[config.mk]
export PLATFORM = sky130hd
export DESIGN_NAME = apple_eat_detector_flat
export DESIGN_NICKNAME = d
export VERILOG_FILES = /design/src/rtl/apple_eat_detector_if.sv /design/src/rtl/apple_eat_detector.sv /design/src/flat_wrapper.sv
export SDC_FILE = /design/constraint.sdc
export NUM_CORES = 1
export LEC_CHECK = 0
export ABC_AREA = 1
export BUFFER_PORTS_ARGS = -buffer_cell sky130_fd_sc_hd__buf_2
export CORE_MARGIN = 5
export CORE_UTILIZATION = 52
export DETAILED_ROUTE_END_ITERATION = 12
export PLACE_DENSITY = 0.88
export RECOVER_POWER = 100
export SLEW_MARGIN = 40
export SYNTH_ARGS = -nofsm -noshare
export SYNTH_HDL_FRONTEND = slang
export SYNTH_SLANG_ARGS = --single-unit
[constraint.sdc]
create_clock -name clock -period 2.1 [get_ports clock]
set_input_delay 0.315 -clock clock [delete_from_list [all_inputs] [get_ports clock]]
set_output_delay 0.315 -clock clock [all_outputs]
set_load 0.01 [all_outputs]
[src/rtl/apple_eat_detector_if.sv]
// Apple-position bundle between snake control, apple generation and the eat detector.
// The detector connects through the slave modport; the producer side uses master.
interface apple_eat_detector_if #(
  parameter int unsigned SCORE_W = 8
);
  logic [1:0]         game_status;
  logic               move_tick;
  logic [5:0]         head_x, head_y;
  logic [5:0]         apple_x,  apple_y;
  logic [5:0]         apple2_x, apple2_y;
  logic [5:0]         apple3_x, apple3_y;
  logic [5:0]         apple4_x, apple4_y;
  logic [5:0]         apple5_x, apple5_y;
  logic               get_apple, get_apple2, get_apple3, get_apple4, get_apple5;
  logic               grow;
  logic [SCORE_W-1:0] score;

  modport master (
    output game_status, move_tick, head_x, head_y,
           apple_x, apple_y, apple2_x, apple2_y, apple3_x, apple3_y,
           apple4_x, apple4_y, apple5_x, apple5_y,
    input  get_apple, get_apple2, get_apple3, get_apple4, get_apple5, grow, score
  );

  modport slave (
    input  game_status, move_tick, head_x, head_y,
           apple_x, apple_y, apple2_x, apple2_y, apple3_x, apple3_y,
           apple4_x, apple4_y, apple5_x, apple5_y,
    output get_apple, get_apple2, get_apple3, get_apple4, get_apple5, grow, score
  );
endinterface

[src/rtl/apple_eat_detector.sv]
// Detects the snake head landing on any of five apples, serialises relocate
// requests one at a time, and produces the grow pulse and saturating score.
module apple_eat_detector #(
  parameter int unsigned SCORE_W     = 8,
  parameter int unsigned ACK_TIMEOUT = 4
) (
  input  logic                 clock,
  input  logic                 reset_n,
  apple_eat_detector_if.slave  bus
);
  typedef enum logic [1:0] {IDLE, SCAN, REQ, WAIT} state_e;

  localparam logic [1:0]       ST_PLAYING = 2'b01;
  localparam logic [1:0]       ST_INIT    = 2'b11;
  localparam int unsigned      TW         = (ACK_TIMEOUT > 1) ? $clog2(ACK_TIMEOUT) : 1;
  localparam logic [TW-1:0]    TMR_LAST   = TW'(ACK_TIMEOUT - 1);

  state_e               state_q, state_d;
  logic [5:0]           hx_q, hx_d, hy_q, hy_d;
  logic [5:0]           sx_q, sx_d, sy_q, sy_d;
  logic                 flag_q, flag_d;
  logic [4:0]           pend_q, pend_d;
  logic [2:0]           k_q, k_d;
  logic [5:0]           ox_q, ox_d, oy_q, oy_d;
  logic [TW-1:0]        tmr_q, tmr_d;
  logic [SCORE_W-1:0]   score_q, score_d;
  logic [4:0]           ga_q, ga_d;
  logic                 grow_q, grow_d;

  logic [5:0]           ax [5];
  logic [5:0]           ay [5];
  logic [4:0]           hit;
  logic [4:0]           pend_src;
  logic [2:0]           sel;
  logic                 moved, issue, resume;

  assign ax[0] = bus.apple_x;   assign ay[0] = bus.apple_y;
  assign ax[1] = bus.apple2_x;  assign ay[1] = bus.apple2_y;
  assign ax[2] = bus.apple3_x;  assign ay[2] = bus.apple3_y;
  assign ax[3] = bus.apple4_x;  assign ay[3] = bus.apple4_y;
  assign ax[4] = bus.apple5_x;  assign ay[4] = bus.apple5_y;

  function automatic logic [2:0] lowest(input logic [4:0] v);
    logic found;
    lowest = 3'd0;
    found  = 1'b0;
    for (int unsigned i = 0; i < 5; i++) begin
      if (v[i] && !found) begin
        lowest = 3'(i);
        found  = 1'b1;
      end
    end
  endfunction

  always_comb begin
    for (int unsigned k = 0; k < 5; k++) begin
      hit[k] = (ax[k] == hx_q) && (ay[k] == hy_q);
    end
  end

  always_comb begin
    state_d  = state_q;
    hx_d     = hx_q;
    hy_d     = hy_q;
    sx_d     = sx_q;
    sy_d     = sy_q;
    flag_d   = flag_q;
    pend_d   = pend_q;
    k_d      = k_q;
    ox_d     = ox_q;
    oy_d     = oy_q;
    tmr_d    = tmr_q;
    score_d  = score_q;
    ga_d     = '0;
    grow_d   = 1'b0;
    issue    = 1'b0;
    resume   = 1'b0;
    pend_src = (state_q == SCAN) ? hit : pend_q;
    sel      = lowest(pend_src);
    moved    = (ax[k_q] != ox_q) || (ay[k_q] != oy_q);

    if (bus.game_status != ST_PLAYING) begin
      state_d = IDLE;
      pend_d  = '0;
      flag_d  = 1'b0;
      if (bus.game_status == ST_INIT) score_d = '0;
    end else begin
      if (state_q != IDLE && bus.move_tick) begin
        sx_d   = bus.head_x;
        sy_d   = bus.head_y;
        flag_d = 1'b1;
      end

      case (state_q)
        IDLE: begin
          if (bus.move_tick) begin
            hx_d    = bus.head_x;
            hy_d    = bus.head_y;
            state_d = SCAN;
          end
        end
        SCAN: begin
          if (hit != '0) issue = 1'b1;
          else           resume = 1'b1;
        end
        REQ: begin
          ox_d    = ax[k_q];
          oy_d    = ay[k_q];
          tmr_d   = '0;
          state_d = WAIT;
        end
        WAIT: begin
          if (moved || tmr_q == TMR_LAST) begin
            if (pend_q != '0) issue = 1'b1;
            else              resume = 1'b1;
          end else begin
            tmr_d = tmr_q + 1'b1;
          end
        end
        default: state_d = IDLE;
      endcase

      // The pulse is registered on entry to REQ so it is visible during REQ itself.
      if (issue) begin
        ga_d[sel] = 1'b1;
        grow_d    = 1'b1;
        k_d       = sel;
        pend_d    = pend_src & ~(5'd1 << sel);
        state_d   = REQ;
        if (score_q != '1) score_d = score_q + 1'b1;
      end

      // Leaving a scan/request with nothing left: a saved tick takes precedence,
      // a tick arriving right now is either rescanned directly or re-saved behind it.
      if (resume) begin
        if (flag_q) begin
          hx_d    = sx_q;
          hy_d    = sy_q;
          flag_d  = bus.move_tick;
          state_d = SCAN;
        end else if (bus.move_tick) begin
          hx_d    = bus.head_x;
          hy_d    = bus.head_y;
          flag_d  = 1'b0;
          state_d = SCAN;
        end else begin
          state_d = IDLE;
        end
      end
    end
  end

  always_ff @(posedge clock or negedge reset_n) begin
    if (!reset_n) begin
      state_q <= IDLE;
      hx_q    <= '0;
      hy_q    <= '0;
      sx_q    <= '0;
      sy_q    <= '0;
      flag_q  <= 1'b0;
      pend_q  <= '0;
      k_q     <= '0;
      ox_q    <= '0;
      oy_q    <= '0;
      tmr_q   <= '0;
      score_q <= '0;
      ga_q    <= '0;
      grow_q  <= 1'b0;
    end else begin
      state_q <= state_d;
      hx_q    <= hx_d;
      hy_q    <= hy_d;
      sx_q    <= sx_d;
      sy_q    <= sy_d;
      flag_q  <= flag_d;
      pend_q  <= pend_d;
      k_q     <= k_d;
      ox_q    <= ox_d;
      oy_q    <= oy_d;
      tmr_q   <= tmr_d;
      score_q <= score_d;
      ga_q    <= ga_d;
      grow_q  <= grow_d;
    end
  end

  assign bus.get_apple  = ga_q[0];
  assign bus.get_apple2 = ga_q[1];
  assign bus.get_apple3 = ga_q[2];
  assign bus.get_apple4 = ga_q[3];
  assign bus.get_apple5 = ga_q[4];
  assign bus.grow       = grow_q;
  assign bus.score      = score_q;
endmodule

[src/flat_wrapper.sv]
// flat-port wrapper written by rule: the top's interface ports become plain ports
module apple_eat_detector_flat 
#(
  parameter int unsigned SCORE_W     = 8,
  parameter int unsigned ACK_TIMEOUT = 4
)
  (clock, reset_n, bus_game_status, bus_move_tick, bus_head_x, bus_head_y, bus_apple_x, bus_apple_y, bus_apple2_x, bus_apple2_y, bus_apple3_x, bus_apple3_y, bus_apple4_x, bus_apple4_y, bus_apple5_x, bus_apple5_y, bus_get_apple, bus_get_apple2, bus_get_apple3, bus_get_apple4, bus_get_apple5, bus_grow, bus_score);
  apple_eat_detector_if #(.SCORE_W(SCORE_W)) bus_i ();
  input  logic clock;
  input  logic reset_n;
  input wire logic [$bits(bus_i.game_status)-1:0] bus_game_status;
  input wire logic [$bits(bus_i.move_tick)-1:0] bus_move_tick;
  input wire logic [$bits(bus_i.head_x)-1:0] bus_head_x;
  input wire logic [$bits(bus_i.head_y)-1:0] bus_head_y;
  input wire logic [$bits(bus_i.apple_x)-1:0] bus_apple_x;
  input wire logic [$bits(bus_i.apple_y)-1:0] bus_apple_y;
  input wire logic [$bits(bus_i.apple2_x)-1:0] bus_apple2_x;
  input wire logic [$bits(bus_i.apple2_y)-1:0] bus_apple2_y;
  input wire logic [$bits(bus_i.apple3_x)-1:0] bus_apple3_x;
  input wire logic [$bits(bus_i.apple3_y)-1:0] bus_apple3_y;
  input wire logic [$bits(bus_i.apple4_x)-1:0] bus_apple4_x;
  input wire logic [$bits(bus_i.apple4_y)-1:0] bus_apple4_y;
  input wire logic [$bits(bus_i.apple5_x)-1:0] bus_apple5_x;
  input wire logic [$bits(bus_i.apple5_y)-1:0] bus_apple5_y;
  output wire logic [$bits(bus_i.get_apple)-1:0] bus_get_apple;
  output wire logic [$bits(bus_i.get_apple2)-1:0] bus_get_apple2;
  output wire logic [$bits(bus_i.get_apple3)-1:0] bus_get_apple3;
  output wire logic [$bits(bus_i.get_apple4)-1:0] bus_get_apple4;
  output wire logic [$bits(bus_i.get_apple5)-1:0] bus_get_apple5;
  output wire logic [$bits(bus_i.grow)-1:0] bus_grow;
  output wire logic [$bits(bus_i.score)-1:0] bus_score;
  assign bus_i.game_status = bus_game_status;
  assign bus_i.move_tick = bus_move_tick;
  assign bus_i.head_x = bus_head_x;
  assign bus_i.head_y = bus_head_y;
  assign bus_i.apple_x = bus_apple_x;
  assign bus_i.apple_y = bus_apple_y;
  assign bus_i.apple2_x = bus_apple2_x;
  assign bus_i.apple2_y = bus_apple2_y;
  assign bus_i.apple3_x = bus_apple3_x;
  assign bus_i.apple3_y = bus_apple3_y;
  assign bus_i.apple4_x = bus_apple4_x;
  assign bus_i.apple4_y = bus_apple4_y;
  assign bus_i.apple5_x = bus_apple5_x;
  assign bus_i.apple5_y = bus_apple5_y;
  assign bus_get_apple = bus_i.get_apple;
  assign bus_get_apple2 = bus_i.get_apple2;
  assign bus_get_apple3 = bus_i.get_apple3;
  assign bus_get_apple4 = bus_i.get_apple4;
  assign bus_get_apple5 = bus_i.get_apple5;
  assign bus_grow = bus_i.grow;
  assign bus_score = bus_i.score;
  apple_eat_detector #(.SCORE_W(SCORE_W), .ACK_TIMEOUT(ACK_TIMEOUT)) u_core (.clock(clock), .reset_n(reset_n), .bus(bus_i));
endmodule
==> results of run 1 <==
==> through the flow <==
step | instance area [um^2] | utilization [%]
after floorplan | 4786 | -
after global placement | 5549 | 60.92
after detailed placement | 5549 | 60.92
after CTS | 5978 | 65.63
after global routing | 5977 | 65.62
final | 5977 | 65.62
==> worst max-delay path: stages, from the launching register on <==
cell and delay [ns]:
dfrtp_2 0.49, buf_4 0.20, nand2_1 0.07, nand3_1 0.10, nand3_1 0.13, nand2_1 0.10
nand2_1 0.09, nand2_1 0.08, nor2_1 0.13, nand2_1 0.08, nor2_2 0.11, nand2_2 0.13
nand3_4 0.11, nand3_1 0.09, nand2_2 0.13, buf_12 0.14, nand2_1 0.07, nand2_1 0.08
==> routing by layer <==
layer,part of all wire [%],up-vias
met4,4.7,0
met1,41,2378
met5,0,-
met3,8.4,61
met2,46,290
li1,-,2517
==> timing repair <==
| action | CTS | global route |
|---|---|---|
| hold buffers | 1 | 0 |
| cloned | 1 | 0 |
| resized for setup | 33 | 4 |
| endpoints found under the setup margin | 39 | 40 |
| endpoints found under the hold margin | 21 | 0 |
| pin swaps | 11 | 3 |
| buffers inserted | 13 | 2 |
==> cells by family after synthesis <==
group           Yosys count  share of synthesized area (%)
xor+xnor                 53                          9.699
flops                    63                          32.94
compound gates           80                          8.758
buf+inv                  99                          9.516
simple gates            424                          38.56
fa+ha+maj                 2                         0.5228
==> cell type report <==
| cell class | instances | share of cell area [%] |
|---|---|---|
| Clock buffer | 13 | 2.659 |
| Clock inverter | 3 | 0.2931 |
| Inverter | 61 | 3.998 |
| Multi-Input combinational cell | 559 | 47.71 |
| Timing Repair Buffer | 150 | 16.54 |
| Sequential cell | 63 | 26.48 |
| Tap cell | 111 | 2.324 |
==> worst paths after layout <==
path | endpoint | slack, ns | start
setup / recovery | flip-flop | -0.30 | u_core.k_q[0]$_DFFE_PN0P_
hold / removal | u_core.sy_q[4]$_DFFE_PN0P_ | 0.22 | bus_head_y[4]
setup reg to reg | flip-flop | -0.30 | u_core.k_q[0]$_DFFE_PN0P_
hold reg to reg | u_core.sy_q[3]$_DFFE_PN0P_ | 0.49 | u_core.sy_q[3]$_DFFE_PN0P_
max in group asynchronous | async pin | 0.25 | reset_n
min in group asynchronous | u_core.oy_q[4]$_DFFE_PN0P_ | 0.78 | reset_n
==> where the power goes <==
group	switching (mW)	internal, mW
Combinational	0.501	0.461
Sequential	0.171	1.32
Clock	0.501	0.490
==> layout by cell type, fill, tap and decap left out, drive strengths merged <==
| cell | netlist | routed |
|---|---|---|
| a21oi | 6 | 6 |
| a31oi | 4 | 4 |
| and2 | 1 | 1 |
| and3 | 2 | 2 |
| buf | 26 | 132 |
| bufbuf | 0 | 1 |
| clkbuf | 12 | 29 |
| clkinv | 0 | 2 |
| clkinvlp | 0 | 1 |
| dfrtp | 63 | 63 |
| dlygate4sd3 | 0 | 1 |
| ha | 2 | 2 |
| inv | 61 | 61 |
| nand2 | 265 | 265 |
| nand3 | 75 | 75 |
| nand3b | 5 | 5 |
| nand4 | 2 | 2 |
| nor2 | 40 | 40 |
| nor3 | 15 | 15 |
| o211ai | 1 | 1 |
| o21ai | 69 | 69 |
| or2 | 18 | 18 |
| or3 | 1 | 1 |
| xnor2 | 25 | 25 |
| xor2 | 28 | 28 |
==> flow_metrics.tcl, run 1 <==
set metrics [dict create \
    status "complete, but fails checks" \
    violations "negative setup slack" \
    worstPathMaxFanout 12 \
    leakage_nw 3.045 \
    die_h_um 105.9 \
    fin_hold_ws_ns 0.2240 \
    htreeDepth 3 \
    finalCriticalPeriod_ns 2.401 \
    drive_gt1_share_pct 24.15 \
    die_w_um 105.9 \
    fillers 783 \
    hp-class "input pin to flip-flop" \
    first_global_vias 4861 \
    grt-ovfl-total 0 \
    synth_most_common_cell "nand2_1" \
    cp-start-kind "flip-flop" \
    grt_max_degree 43 \
    fin_tns_setup_ns -9.278 \
    drv_cap 0 \
    drt_first_pass_iters 5 \
    synth_top_area_share_pct 32.94 \
    cp.required_ns 2.39 \
    root_buffer "clkbuf_8" \
    setup_viol 40 \
    viasPerCell 5.465 \
    avgSynthCellArea_um2 6.638 \
    antenna_found_initial 0 \
    cts_buffer_depth 2 \
    max_freq_mhz 416.5 \
    cts_tree "built" \
    final_cells 960 \
    slew_viol_final 0 \
    arrival_ns 2.69 \
    vias 5246 \
    synthTopCellsByArea "dfrtp_1 (33%), nand2_1 (20%), nand3_1 (7.5%), o21ai_0 (6.1%), xor2_1 (5.1%)" \
    start_util_pct 52.54 \
    fin_crit_sh_pct 114.3 \
    grtUsageMet3_pct 3.886 \
    dieArea_um2 11220 \
    grt_first_pass_wirelength_um 23580 \
    power_mw 3.443 \
    layout_setup_ws_ns -0.3008 \
    relSlewSlack_pct 10.21 \
    finClkSkew_ns 0.01384 \
    seqCellArea_um2 1583 \
    path_class "flip-flop to flip-flop" \
    ys_warn_count 0 \
    irDropWorstVdd_mv 0.3498 \
    tightest_slew_ns 1.347 \
    place_inst 927 \
    met1_usage_pct 34.12 \
    hpwl_um 10650 \
    area_growth_pct 24.89 \
    netlist_top_cells_count "nand2_1 (261), nand3_1 (72), dfrtp_1 (63)" \
    yosysSeqAreaShare_pct 32.94 \
    antenna_cells 0 \
    grtUsageTotal_pct 26.30 \
    clkLatencyLatePin_ns 0.35 \
    ys.flop_type "dfrtp_1" \
    cts_buffers 9 \
    multi_input_area_um2 2851 \
    rsz0062_at_grt "true" \
    num-nets-final 923 \
    synth_edf_count 0 \
    wire_per_inst_um 15.44 \
    synth.distinct_cells 35 \
    pre_cts_slack_ns -0.2800 \
    met2_usage_pct 43.17 \
    placeableCoreArea_um2 9109 \
    gp_congestion 1.044 \
    finalHoldViolCount 0 \
    async_flop_share_pct 100.0 \
    final_antenna_net_count 0 \
    synth_area_leader_cell "dfrtp_1" \
    power.density_nw_per_um2 576.0 \
    end_kind "flip-flop" \
    clkSinkCount 63 \
    syn-cell-area_um2 4786 \
    row_count 35 \
    grt.busiest_layer "met2" \
    drc_errors 0 \
    drtIter0Drc 487 \
    io_buffers 90 \
    ys_seq_elements 63 \
    syn-num-nets 800 \
    reg2regPathDepth 17 \
    syn_inst 721 \
    wirelength_um 14820 \
    clkTransAtPathRegs_ns 0.08 \
    holdPathStages 3 \
    pin_count 91 \
]
(Power assumes the default switching activity.)
==> run 2: changes to the inputs <==
--- a/config.mk
+++ b/config.mk
@@ -9,6 +9,8 @@
 export BUFFER_PORTS_ARGS = -buffer_cell sky130_fd_sc_hd__buf_2
 export CORE_MARGIN = 5
 export CORE_UTILIZATION = 52
+export CTS_BUF_LIST = sky130_fd_sc_hd__clkbuf_4
+export CTS_CLUSTER_SIZE = 30
 export DETAILED_ROUTE_END_ITERATION = 12
 export PLACE_DENSITY = 0.88
 export RECOVER_POWER = 100
==> flow_metrics.tcl, run 2 (synthesis results as in run 1) <==
set metrics [dict create \
    arrival_ns 2.70 \
    leakage_nw 3.029 \
    slowest_stage "dfrtp_2" \
    area_growth_pct 24.73 \
    io_buffers 90 \
    critPathBufInv 2 \
    reg2regPathDepth 16 \
    wire_per_inst_um 15.35 \
    tightest_slew_ns 1.330 \
    pin_count 91 \
    gp_congestion 1.044 \
    final_common_cell "nand2_1" \
    clkLatencyLatePin_ns 0.44 \
    rsz0062_at_grt "true" \
    seqCellArea_um2 1589 \
    grt_max_degree 43 \
    placeableCoreArea_um2 9109 \
    cts_buffer_depth 2 \
    drt_first_pass_iters 5 \
    cp-start-kind "flip-flop" \
    slew_viol_final 0 \
    viasPerCell 5.467 \
    clkTransAtPathRegs_ns 0.12 \
    antenna_found_initial 0 \
    hold_start "bus_head_y[4]" \
    violations "negative setup slack" \
    clkSinkCount 63 \
    slowest_delay_ns 0.51 \
    start_util_pct 52.54 \
    path_cells "inv_6 > nand2_1 > nand3_1 > nand3_1 > nand2_1 > nand2_1 > nand2_1 > nand3_1 > nor2_2 > nand2_2 > nand3_4 > nand3_4 > nand2_4 > buf_12 > nand2_1 > nand2_1" \
    layout_setup_ws_ns -0.2299 \
    finClkSkew_ns 0.02062 \
    final_antenna_net_count 0 \
    crit_family "simple AND/OR/NAND/NOR gates" \
    htreeDepth 3 \
    drc_errors 0 \
    fillers 773 \
    num-nets-final 919 \
    row_count 35 \
    cts_tree "built" \
    drv_cap 0 \
    die_w_um 105.9 \
    end_kind "flip-flop" \
    path_class "flip-flop to flip-flop" \
    drtIter0Drc 457 \
    vias 5226 \
    cp.required_ns 2.47 \
    root_buffer "clkbuf_4" \
    relSlewSlack_pct 11.32 \
    die_h_um 105.9 \
    grt_first_pass_wirelength_um 23040 \
    cpMostUsedCell "nand2_1" \
    power.density_nw_per_um2 540.8 \
    setup_viol 39 \
    finalCriticalPeriod_ns 2.330 \
    r2r-start "u_core.k_q[0]$_DFFE_PN0P_" \
    fin_util_pct 65.54 \
    finalHoldViolCount 0 \
    grt-ovfl-total 0 \
    antenna_cells 0 \
    irDropWorstVdd_mv 0.3175 \
    wirelength_um 14670 \
    status "complete, but fails checks" \
    fin_tns_setup_ns -6.553 \
    hpwl_um 10650 \
    first_global_vias 4775 \
    routed.top_layer "met4" \
    multi_input_area_um2 2948 \
    worstPathMaxFanout 24 \
    max_freq_mhz 429.2 \
    wl_met2_um 6874 \
    routed-wl-met3_um 1357 \
    wl_met1_um 5877 \
    cts_buffers 9 \
    hp-class "input pin to flip-flop" \
    fin_crit_sh_pct 110.9 \
    place_inst 927 \
    final_cells 956 \
    dieArea_um2 11220 \
    grtUsageTotal_pct 25.77 \
    hold_end "u_core.sy_q[4]$_DFFE_PN0P_" \
    drive_gt1_share_pct 26.51 \
    holdPathStages 3 \
    power_mw 3.228 \
    r2r_slack_ns -0.23 \
    mostFrequentLayoutCells "nand2_1 (254), buf_2 (75), nand3_1 (63)" \
]
run 2: tightest hold or removal path: cells and delay by family:
family / cells / cell delay (ns)
buf+inv: 2 / 0.14
compound gates: 1 / 0.07
run 2: how the worst max path moves through the flow:
stage	start	endpoint	slack, ns	cells past startpoint
after floorplan	u_core.k_q[0]$_DFFE_PN0P_	flip-flop	0.18	19
after global placement	u_core.k_q[0]$_DFFE_PN0P_	u_core.ga_q[3]$_DFF_PN0_	-0.21	16
after detailed placement	u_core.k_q[0]$_DFFE_PN0P_	u_core.pend_q[1]$_DFFE_PN0P_	-0.28	14
after CTS	u_core.k_q[0]$_DFFE_PN0P_	u_core.ga_q[3]$_DFF_PN0_	-0.17	17
after global routing	u_core.k_q[0]$_DFFE_PN0P_	u_core.ga_q[2]$_DFF_PN0_	-0.32	17
final	u_core.k_q[0]$_DFFE_PN0P_	flip-flop	-0.23	16
run 2: final cells by class:
cell class	count	area share (%)
multi-input combinational	559	49.38
sequential	63	26.62
clock buffer	11	1.383
clock inverter	5	0.4192
inverter	61	4.003
timing repair buffer	146	15.87
tap	111	2.327
run 2: power by group:
| group | leakage, nW | switching [mW] | internal (mW) |
|---|---|---|---|
| clock network | 0.0617 | 0.480 | 0.258 |
| registers | 0.781 | 0.172 | 1.32 |
| logic | 2.19 | 0.515 | 0.480 |
run 2: timing repair:
item | in CTS | in global routing
cloned | 0 | 1
hold buffers | 1 | 0
setup buffers | 5 | 6
pin swaps | 8 | 5
hold endpoints to repair | 21 | 0
setup endpoints to repair | 39 | 39
gates resized for setup | 33 | 29
run 2: per-stage QoR:
step	hold slack, ns	setup slack, ns	area [um^2]
after floorplan	0.01941	0.1792	4786
after global placement	0.3308	-0.2073	5549
after detailed placement	0.3418	-0.2800	5549
after CTS	0.1236	-0.1691	5817
after global routing	0.1434	-0.3245	5969
final	0.1248	-0.2299	5969
run 2: metal layers:
| layer | vias to the layer above | track usage (%) |
|---|---|---|
| met4 | 0 | 10.18 |
| met1 | 2388 | 33.17 |
| met3 | 60 | 5.889 |
| met2 | 265 | 42.12 |
| li1 | 2513 | - |
| met5 | - | 0 |
